**src/rtl/cpu_stack_pkg.sv**
```systemverilog
// Shared types and sizing for the CPU hardware stack.
package cpu_stack_pkg;

   localparam int STACK_DATA_W = 8;
   localparam int STACK_DEPTH  = 8;

   // Operation actually performed this cycle, decoded from {push, pop, empty}
   typedef enum logic [1:0] {
      SOP_NOP,
      SOP_PUSH,
      SOP_POP,
      SOP_REPLACE
   } stack_op_e;

   typedef enum logic [1:0] {
      ST_EMPTY,
      ST_PARTIAL,
      ST_FULL
   } stack_state_e;

endpackage

```
**src/rtl/stack_ram.sv**
```systemverilog
// Stack storage: synchronous write, asynchronous read, contents not reset.
module stack_ram #(
   parameter int DATA_W = 8,
   parameter int DEPTH  = 8,
   parameter int PTR_W  = $clog2(DEPTH)
) (
   input  logic              clk,
   input  logic              we,
   input  logic [PTR_W-1:0]  waddr,
   input  logic [DATA_W-1:0] wdata,
   input  logic [PTR_W-1:0]  raddr,
   output logic [DATA_W-1:0] rdata
);

   logic [DATA_W-1:0] mem [DEPTH];

   // Write port
   always_ff @(posedge clk) begin
      if (we) mem[waddr] <= wdata;
   end

   assign rdata = mem[raddr];

endmodule

```
**src/rtl/stack_unit.sv**
```systemverilog
// LIFO stack for the 8-bit CPU: push/pop/replace, sticky overflow/underflow.
// Optional high-water mark output hwm when STACK_WATERMARK_EN is defined.
//
// state      | meaning
// -----------+------------------------------------------
// ST_EMPTY   | count == 0, tos reads as 0
// ST_PARTIAL | 0 < count < DEPTH (a single value when DEPTH == 2)
// ST_FULL    | count == DEPTH, further pushes overflow
module stack_unit
   import cpu_stack_pkg::*;
#(
   parameter int DATA_W = STACK_DATA_W,
   parameter int DEPTH  = STACK_DEPTH,
   parameter int PTR_W  = $clog2(DEPTH)
) (
   input  logic              clk,
   input  logic              rst,
   input  logic              push,
   input  logic              pop,
   input  logic [DATA_W-1:0] wdata,
   output logic [DATA_W-1:0] tos,
   output logic [PTR_W:0]    count,
   output logic              empty,
   output logic              full,
   output logic              overflow,
   output logic              underflow,
   input  logic              clr_err
`ifdef STACK_WATERMARK_EN
   ,
   output logic [PTR_W:0]    hwm
`endif
);

   localparam logic [PTR_W:0] FULL_CNT = (PTR_W+1)'(DEPTH);
   localparam logic [PTR_W:0] ONE_CNT  = (PTR_W+1)'(1);

   stack_state_e      state_q, state_d;
   stack_op_e         op;
   logic [PTR_W:0]    count_q, count_d, cnt_m1;
   logic              we;
   logic [PTR_W-1:0]  waddr;
   logic [DATA_W-1:0] rdata;
   logic              ovf_set, unf_set;

   assign cnt_m1 = count_q - ONE_CNT;
   assign empty  = (state_q == ST_EMPTY);
   assign full   = (state_q == ST_FULL);
   assign count  = count_q;
   assign tos    = empty ? '0 : rdata;

   // Decode the request into the operation that is actually carried out
   always_comb begin
      op      = SOP_NOP;
      unf_set = 1'b0;
      unique case ({push, pop})
         2'b10: op = SOP_PUSH;
         2'b01: op = SOP_POP;
         2'b11: begin
            // Replace on an empty stack degrades to a push but still flags underflow
            op      = empty ? SOP_PUSH : SOP_REPLACE;
            unf_set = empty;
         end
         default: op = SOP_NOP;
      endcase
   end

   // Next-state, next-count and write-port control
   always_comb begin
      state_d = state_q;
      count_d = count_q;
      we      = 1'b0;
      waddr   = count_q[PTR_W-1:0];
      ovf_set = 1'b0;
      case (op)
         SOP_PUSH: begin
            if (full) begin
               ovf_set = 1'b1;
            end else begin
               we      = 1'b1;
               count_d = count_q + ONE_CNT;
               state_d = (count_q == FULL_CNT - ONE_CNT) ? ST_FULL : ST_PARTIAL;
            end
         end
         SOP_POP: begin
            if (!empty) begin
               count_d = cnt_m1;
               state_d = (count_q == ONE_CNT) ? ST_EMPTY : ST_PARTIAL;
            end
         end
         SOP_REPLACE: begin
            we    = 1'b1;
            waddr = cnt_m1[PTR_W-1:0];
         end
         default: ;
      endcase
   end

   // State, count and sticky error flags; a new error wins over clr_err
   always_ff @(posedge clk) begin
      if (rst) begin
         state_q   <= ST_EMPTY;
         count_q   <= '0;
         overflow  <= 1'b0;
         underflow <= 1'b0;
      end else begin
         state_q   <= state_d;
         count_q   <= count_d;
         overflow  <= ovf_set | (overflow & ~clr_err);
         underflow <= unf_set | (underflow & ~clr_err) | (op == SOP_POP && empty);
      end
   end

`ifdef STACK_WATERMARK_EN
   // High-water mark follows count upward; only reset clears it
   always_ff @(posedge clk) begin
      if (rst)                 hwm <= '0;
      else if (count_d > hwm)  hwm <= count_d;
   end
`endif

   stack_ram #(
      .DATA_W (DATA_W),
      .DEPTH  (DEPTH),
      .PTR_W  (PTR_W)
   ) u_ram (
      .clk   (clk),
      .we    (we & ~rst),
      .waddr (waddr),
      .wdata (wdata),
      .raddr (cnt_m1[PTR_W-1:0]),
      .rdata (rdata)
   );

endmodule

```
**config.mk**
```make
export PLATFORM = sky130hd
export DESIGN_NAME = stack_unit
export DESIGN_NICKNAME = d
export VERILOG_FILES = /design/src/rtl/cpu_stack_pkg.sv /design/src/rtl/stack_ram.sv /design/src/rtl/stack_unit.sv
export SDC_FILE = /design/constraint.sdc
export NUM_CORES = 1
export LEC_CHECK = 0
export ABC_AREA = 0
export CELL_PAD_IN_SITES_DETAIL_PLACEMENT = 1
export CELL_PAD_IN_SITES_GLOBAL_PLACEMENT = 1
export CORE_MARGIN = 1
export CORE_UTILIZATION = 47
export CTS_BUF_LIST = sky130_fd_sc_hd__clkbuf_8 sky130_fd_sc_hd__clkbuf_16
export DETAILED_ROUTE_END_ITERATION = 7
export HOLD_SLACK_MARGIN = 0.05
export MAX_ROUTING_LAYER = met4
export PLACE_DENSITY = 0.82
export SLEW_MARGIN = 40
export SYNTH_ARGS = -nofsm -noshare
export SYNTH_HDL_FRONTEND = slang
export SYNTH_SLANG_ARGS = --single-unit
export TNS_END_PERCENT = 10
```
**constraint.sdc**
```tcl
create_clock -name clk -period 3.4 [get_ports clk]
set_clock_uncertainty 0.05 [all_clocks]
set_input_delay 0.68 -clock clk [delete_from_list [all_inputs] [get_ports clk]]
set_output_delay 0.68 -clock clk [all_outputs]
set_load 0.02 [all_outputs]
```
* Word-level counts from Yosys, hierarchy flattened *
Memory sizes are Yosys's and may differ from the RTL's.
Index checks and enable logic that the tools add are counted.

operators by class
  $add $sub $neg = 2
  multipliers = 0
  divide/modulo/power cells = 0
  magnitude comparators = 0
  eq/ne operators = 11
  shifts and indexed selects = 0
  mux-type cells = 19
  bitwise operators = 8
  reductions and logical operators = 4

operators with widths
  cell                                                                    number
  2-bit equality test (second input constant)                             5
  2-bit two-way mux                                                       4
  4-bit two-way mux                                                       2
  8-bit two-way mux                                                       1
  4-bit case mux with 2 select lines                                      1
  1-bit two-way mux                                                       7
  2-bit case mux with 3 select lines                                      1
  4-bit by 1-bit adder with 4-bit output (second input constant)          1
  2-bit by 1-bit equality test with 1-bit output (second input constant)  2
  4-bit by 1-bit equality test with 1-bit output (second input constant)  1
  4-bit by 3-bit equality test with 1-bit output (second input constant)  1
  2-bit != test (second input constant)                                   2
  2-bit case mux with 2 select lines                                      1
  4-bit by 1-bit subtractor with 4-bit output (second input constant)     1
  1-bit bitwise AND                                                       3
  3-bit two-way mux                                                       1
  1-bit bitwise OR                                                        3
  3-bit AND reduction                                                     1
  2-bit zero test                                                         1
  1-bit NOT                                                               2
  1-bit case mux with 2 select lines                                      1
  2-bit nonzero test                                                      1
  1-bit logical AND                                                       1

storage, ports and cells
  register bits = 8
  bits in latches = 0
  memory bits (writable) = 64
  ROM bits = 0
  output and inout bits = 16
  memories = 1

memories
  name       depth  width  read ports  clocked after Yosys merged registers in  write ports  RTL line         source
  u_ram.mem  8      8      1           0                                        1            stack_ram.sv:15  logic [DATA_W-1:0] mem [DEPTH];

* Logic depth before layout (Yosys ltp) *
Gate-level depths: netlist (run 1).

  depth in word-level cells = 8
  depth in mapped cells = 10

* Modules after synthesis *
Synthesis (run 1) repeated with hierarchy kept, for this count alone.

second synthesis, totals
  cells, all modules = 179
  area, all modules = 3118.0 µm²

modules (own cells, without submodules)
  module      times used  cells an instance  area each (µm²)  seq. area each (µm²)
  stack_ram   1           106                2531.2           1921.8
  stack_unit  1           73                 586.8            160.2

* Worst setup path before layout (run 1) *
No wires, ideal clock.

  path type = register to output
  start = register count_q[0], in the netlist count[0]
  end = output port tos[0]
  data arrival time = 2424 ps
  data required time = 2670 ps
  slack = 246 ps
  cell stages (with the launch flop) = 10
  path buffers = 4
  cells stage by stage = dfxtp_1 > buf_4 > buf_2 > inv_1 > ha_1 > buf_2 > buf_1 > mux4_2 > nand2_1 > a21oi_1

on the way
  cells in the longest elaborated chain, start to end = 3

ends and longest elaborated chain
  element                                      RTL line           source
  start, declared                              stack_unit.sv:39   logic [PTR_W:0] count_q, count_d, cnt_m1;
  start signal, assigned                       stack_unit.sv:107  count_q <= count_d;
  4-bit by 1-bit subtractor with 4-bit output  stack_unit.sv:45   assign cnt_m1 = count_q - ONE_CNT;
  memory read 8 x 8 bit                        --
  8-bit two-way mux                            stack_unit.sv:49   assign tos = empty ? '0 : rdata;
  end, declared                                stack_unit.sv:21   output logic [DATA_W-1:0] tos,

No other way between the ends.

* Worst setup path after layout (run 1) *
  start = register count_q[1], in the netlist count[1]
  end = output port tos[3]

The elaborated chain is that of the path after synthesis.

==> results of run 1 <==
cells in the mapped netlist:
library cell  number  area [um^2]
mux2_2             1         11.3
o21ai_0            2         10.0
a221oi_1           1         8.76
nor2b_1            4         25.0
o221ai_1           1         8.76
buf_1              1         3.75
nand2_1           26         97.6
buf_6              1         11.3
ha_1               3         37.5
xor2_1             2         17.5
a31oi_1            1         6.26
nand3_1            1         5.00
buf_2              4         20.0
a2111oi_0          1         8.76
inv_1              7         26.3
o211ai_1           1         7.51
o2111ai_1          1         8.76
nand3b_1           2         15.0
mux4_2            16          360
buf_4              3         22.5
nand4_1            2         12.5
edfxtp_1          64         1920
a211oi_1           1         7.51
o2111a_1           1         11.3
a21oi_1           13         65.1
mux2i_1            3         30.0
a22o_1             1         8.76
nor4bb_1           1         10.0
nor2_1            14         52.6
dfxtp_1            8          160
nor3_1             2         10.0
a211o_1            2         17.5
or4b_1             1         10.0
nand2b_1           4         25.0
xnor2_1            5         43.8
o2bb2ai_1          1         8.76
or2b_1             1         7.51
clkbuf_1           4         15.0
and3_1             2         12.5
or2_2              1         6.26
or3_1              2         12.5
layer usage:
metal  vias to the layer above  share of wire (%)
met5                         -                  0
met4                         0                2.4
met3                        17                4.2
met2                        52                 51
met1                       966                 42
li1                        886                  -
how the worst max path moves through the flow:
stage               endpoint  slack [ps]
global placement      tos[3]         500
detailed placement    tos[5]         380
global route          tos[1]           6
CTS                   tos[5]          50
finish                tos[3]         150
floorplan             tos[0]         250
state kept, by name, indices dropped and copies added (netlist names):
name	cells
overflow	1
u_ram.mem	64
count	4
underflow	1
state_q	2
cell families after synthesis:
group / count (synthesis) / synth area share [%]
AOI/OAI and AO/OA: 27 / 5.62
muxes: 20 / 12.7
buffers and inverters: 20 / 3.13
DFF: 72 / 65.9
adders and majority gates: 3 / 1.19
xor gates and xnor gates: 7 / 1.94
and+or+nand+nor: 63 / 9.54
through the flow:
step                instances  power [mW]
floorplan                 212        1.30
global placement          320        1.46
detailed placement        320        1.48
CTS                       336        2.24
global route              336        2.31
finish                    336        2.22
power by group through the flow:
| stage | Sequential (mW) | Clock [mW] | Combinational [mW] |
|---|---|---|---|
| 2_1_floorplan | 1.03 | 0 | 0.276 |
| 3_3_place_gp | 1.03 | 0 | 0.432 |
| 3_5_place_dp | 1.03 | 0 | 0.448 |
| 4_1_cts | 1.01 | 0.780 | 0.454 |
| 5_1_grt | 1.01 | 0.810 | 0.485 |
| 6_report | 1.01 | 0.766 | 0.446 |
worst reg2reg max path: cells and delay by family, from the launching register on:
kind	cells	cell delay [ps]
buf+inv	2	600
compound gates	1	600
simple gates	2	300
flops	1	340
xor+xnor	1	170
cells in the final DEF, fill, tap and decap left out, types with 3 or more instances in the layout:
| cell type | count |
|---|---|
| dfxtp_1 | 7 |
| clkbuf_8 | 9 |
| ha_1 | 3 |
| a21oi_1 | 13 |
| mux2i_1 | 3 |
| mux4_2 | 16 |
| nand2_1 | 26 |
| nor2_1 | 14 |
| nand2b_1 | 4 |
| buf_4 | 16 |
| inv_1 | 7 |
| clkdlybuf4s50_1 | 27 |
| nor2b_1 | 4 |
| xnor2_1 | 5 |
| edfxtp_1 | 64 |
repair_timing:
item | CTS | global route
setup endpoints to repair | 1 | 1
buffers inserted | 0 | 0
gates cloned | 0 | 0
resized for setup | 1 | 1
final cells by class:
class	instances	share of cell area [%]
inverters	7	0.689
repair buffers	44	10.6
flip-flops and latches	72	54.6
well taps	77	2.53
clock inverters	7	2.69
clock buffers	9	3.25
multi-input cells	120	25.7
==> impl_metrics.env, run 1 <==
export IMPL_worst_slew_pin_slew_ps=581
export IMPL_crit_fanout=12
export IMPL_pwr_share_comb_pct=20.1
export IMPL_fin_ws_ps=148
export IMPL_antenna_found_initial=0
export IMPL_seqCellArea_um2=2080
export IMPL_h_tree_depth=3
export IMPL_io_buffers=28
export IMPL_grt_max_degree=27
export IMPL_die_h_um=84.0
export IMPL_drt_iter0_markers=98
export IMPL_period_minus_slack_ps=3250
export IMPL_placed_area_um2=3580
export IMPL_cp_cell_sequence="inv_1 -> ha_1 -> buf_4 -> mux4_2 -> nand2_1 -> a21oi_1 -> clkdlybuf4s50_1"
export IMPL_syn_inst=212
export IMPL_p_leak_nw=1.32
export IMPL_overflow=0
export IMPL_core_um2=6420
export IMPL_wl_per_cell_um=21.1
export IMPL_antenna_cells=0
export IMPL_setup_viol_count_final=0
export IMPL_ant_nets=0
export IMPL_cp_depth=7
export IMPL_synth_area_per_cell_um2=14.9
export IMPL_cts_buffer_depth=2
export IMPL_place_ws_ps=378
export IMPL_drtPass1Iterations=6
export IMPL_busiest_layer="met2"
export IMPL_power_internal_mw=1.62
export IMPL_drc=7
export IMPL_place_hpwl_mm=4.70
export IMPL_start_util_pct=49.2
export IMPL_final_cell_area_um2=3810
export IMPL_first_global_vias=2089
export IMPL_status="complete, but fails checks"
export IMPL_hold_class="reg2reg"
export IMPL_cts_tree="yes"
export IMPL_hold_depth=2
export IMPL_critPathArrivalTime_ps=2520
export IMPL_hp_start="overflow"
export IMPL_power_frac_clock_pct=34.5
export IMPL_fillers=618
export IMPL_critPathBufInv=3
export IMPL_layout_drive_gt1_share_pct=19.7
export IMPL_rsz0062_at_grt="no"
export IMPL_die_w_um=84.0
export IMPL_die_area_um2=7060
export IMPL_yosysUniqueCellTypes=41
export IMPL_hold_path_endpoint="overflow"
export IMPL_violations="DRC"
export IMPL_grtUsageTotal_pct=22.9
export IMPL_synth_nets=228
export IMPL_cts_root_buf="clkbuf_8"
export IMPL_clock_latency_ps=340
export IMPL_io_pins=29
export IMPL_seq_power_share_pct=45.4
export IMPL_start_kind="flop"
export IMPL_globalplace_congestion=0.810
export IMPL_worst_ep_required_time_ps=2670
export IMPL_drv_cap=0
export IMPL_hold_slack_ps=428
export IMPL_numClockSinks=72
export IMPL_final_nets=270
export IMPL_r2r_start="count[0]"
export IMPL_grt_use_met2_pct=37.1
export IMPL_multiInputGateArea_um2=980
export IMPL_viasPerCell=5.72
export IMPL_slew_violations=0
export IMPL_cts_buffers=9
export IMPL_p_switching_mw=0.604
export IMPL_cp_slowest_cell="clkdlybuf4s50_1"
export IMPL_max_stage_delay_ps=640
export IMPL_peakVddDrop_uv=391
export IMPL_drt_total_wl_mm=7.10
export IMPL_critPathTopFamily="buffers and inverters"
export IMPL_powerDensity_nw_per_um2=582
export IMPL_slew_headroom_pct=60.3
export IMPL_vias=1921
export IMPL_regToRegSetupSlack_ps=1050
export IMPL_clkTransAtPathRegs_ps=80
export IMPL_worstSetupPathType="reg2out"
export IMPL_worstReg2RegEnd="u_ram.mem[3][3]"
export IMPL_ys_ff_latch=72
export IMPL_grt_pass1_wl_mm=11.2
export IMPL_use_met1_pct=28.0
export IMPL_switching_share_pct=27.2
export IMPL_grtUsageMet3_pct=5.14
export IMPL_rows=29
export IMPL_syn2layout_area_growth_pct=20.7
export IMPL_syn_area_um2=3160
export IMPL_fin_crit_sh_pct=95.6
export IMPL_hold_violations=0
export IMPL_fin_util_pct=59.4
export IMPL_critPathCaptureType="output pin"
export IMPL_tns_ps=0
export IMPL_cts_hold_buf=0
export IMPL_max_freq_mhz=308
export IMPL_startpoint="count[1]"
export IMPL_rr_worst_depth=6
export IMPL_synth_warnings=0
export IMPL_seq_area_frac_synth_pct=65.9
(Power assumes the default switching activity.)
==> run 2: changes to the inputs <==
- CAP_MARGIN: not set -> 20
==> results of run 2 <==
Final layout, timing and power as in run 1 (identical DEF).
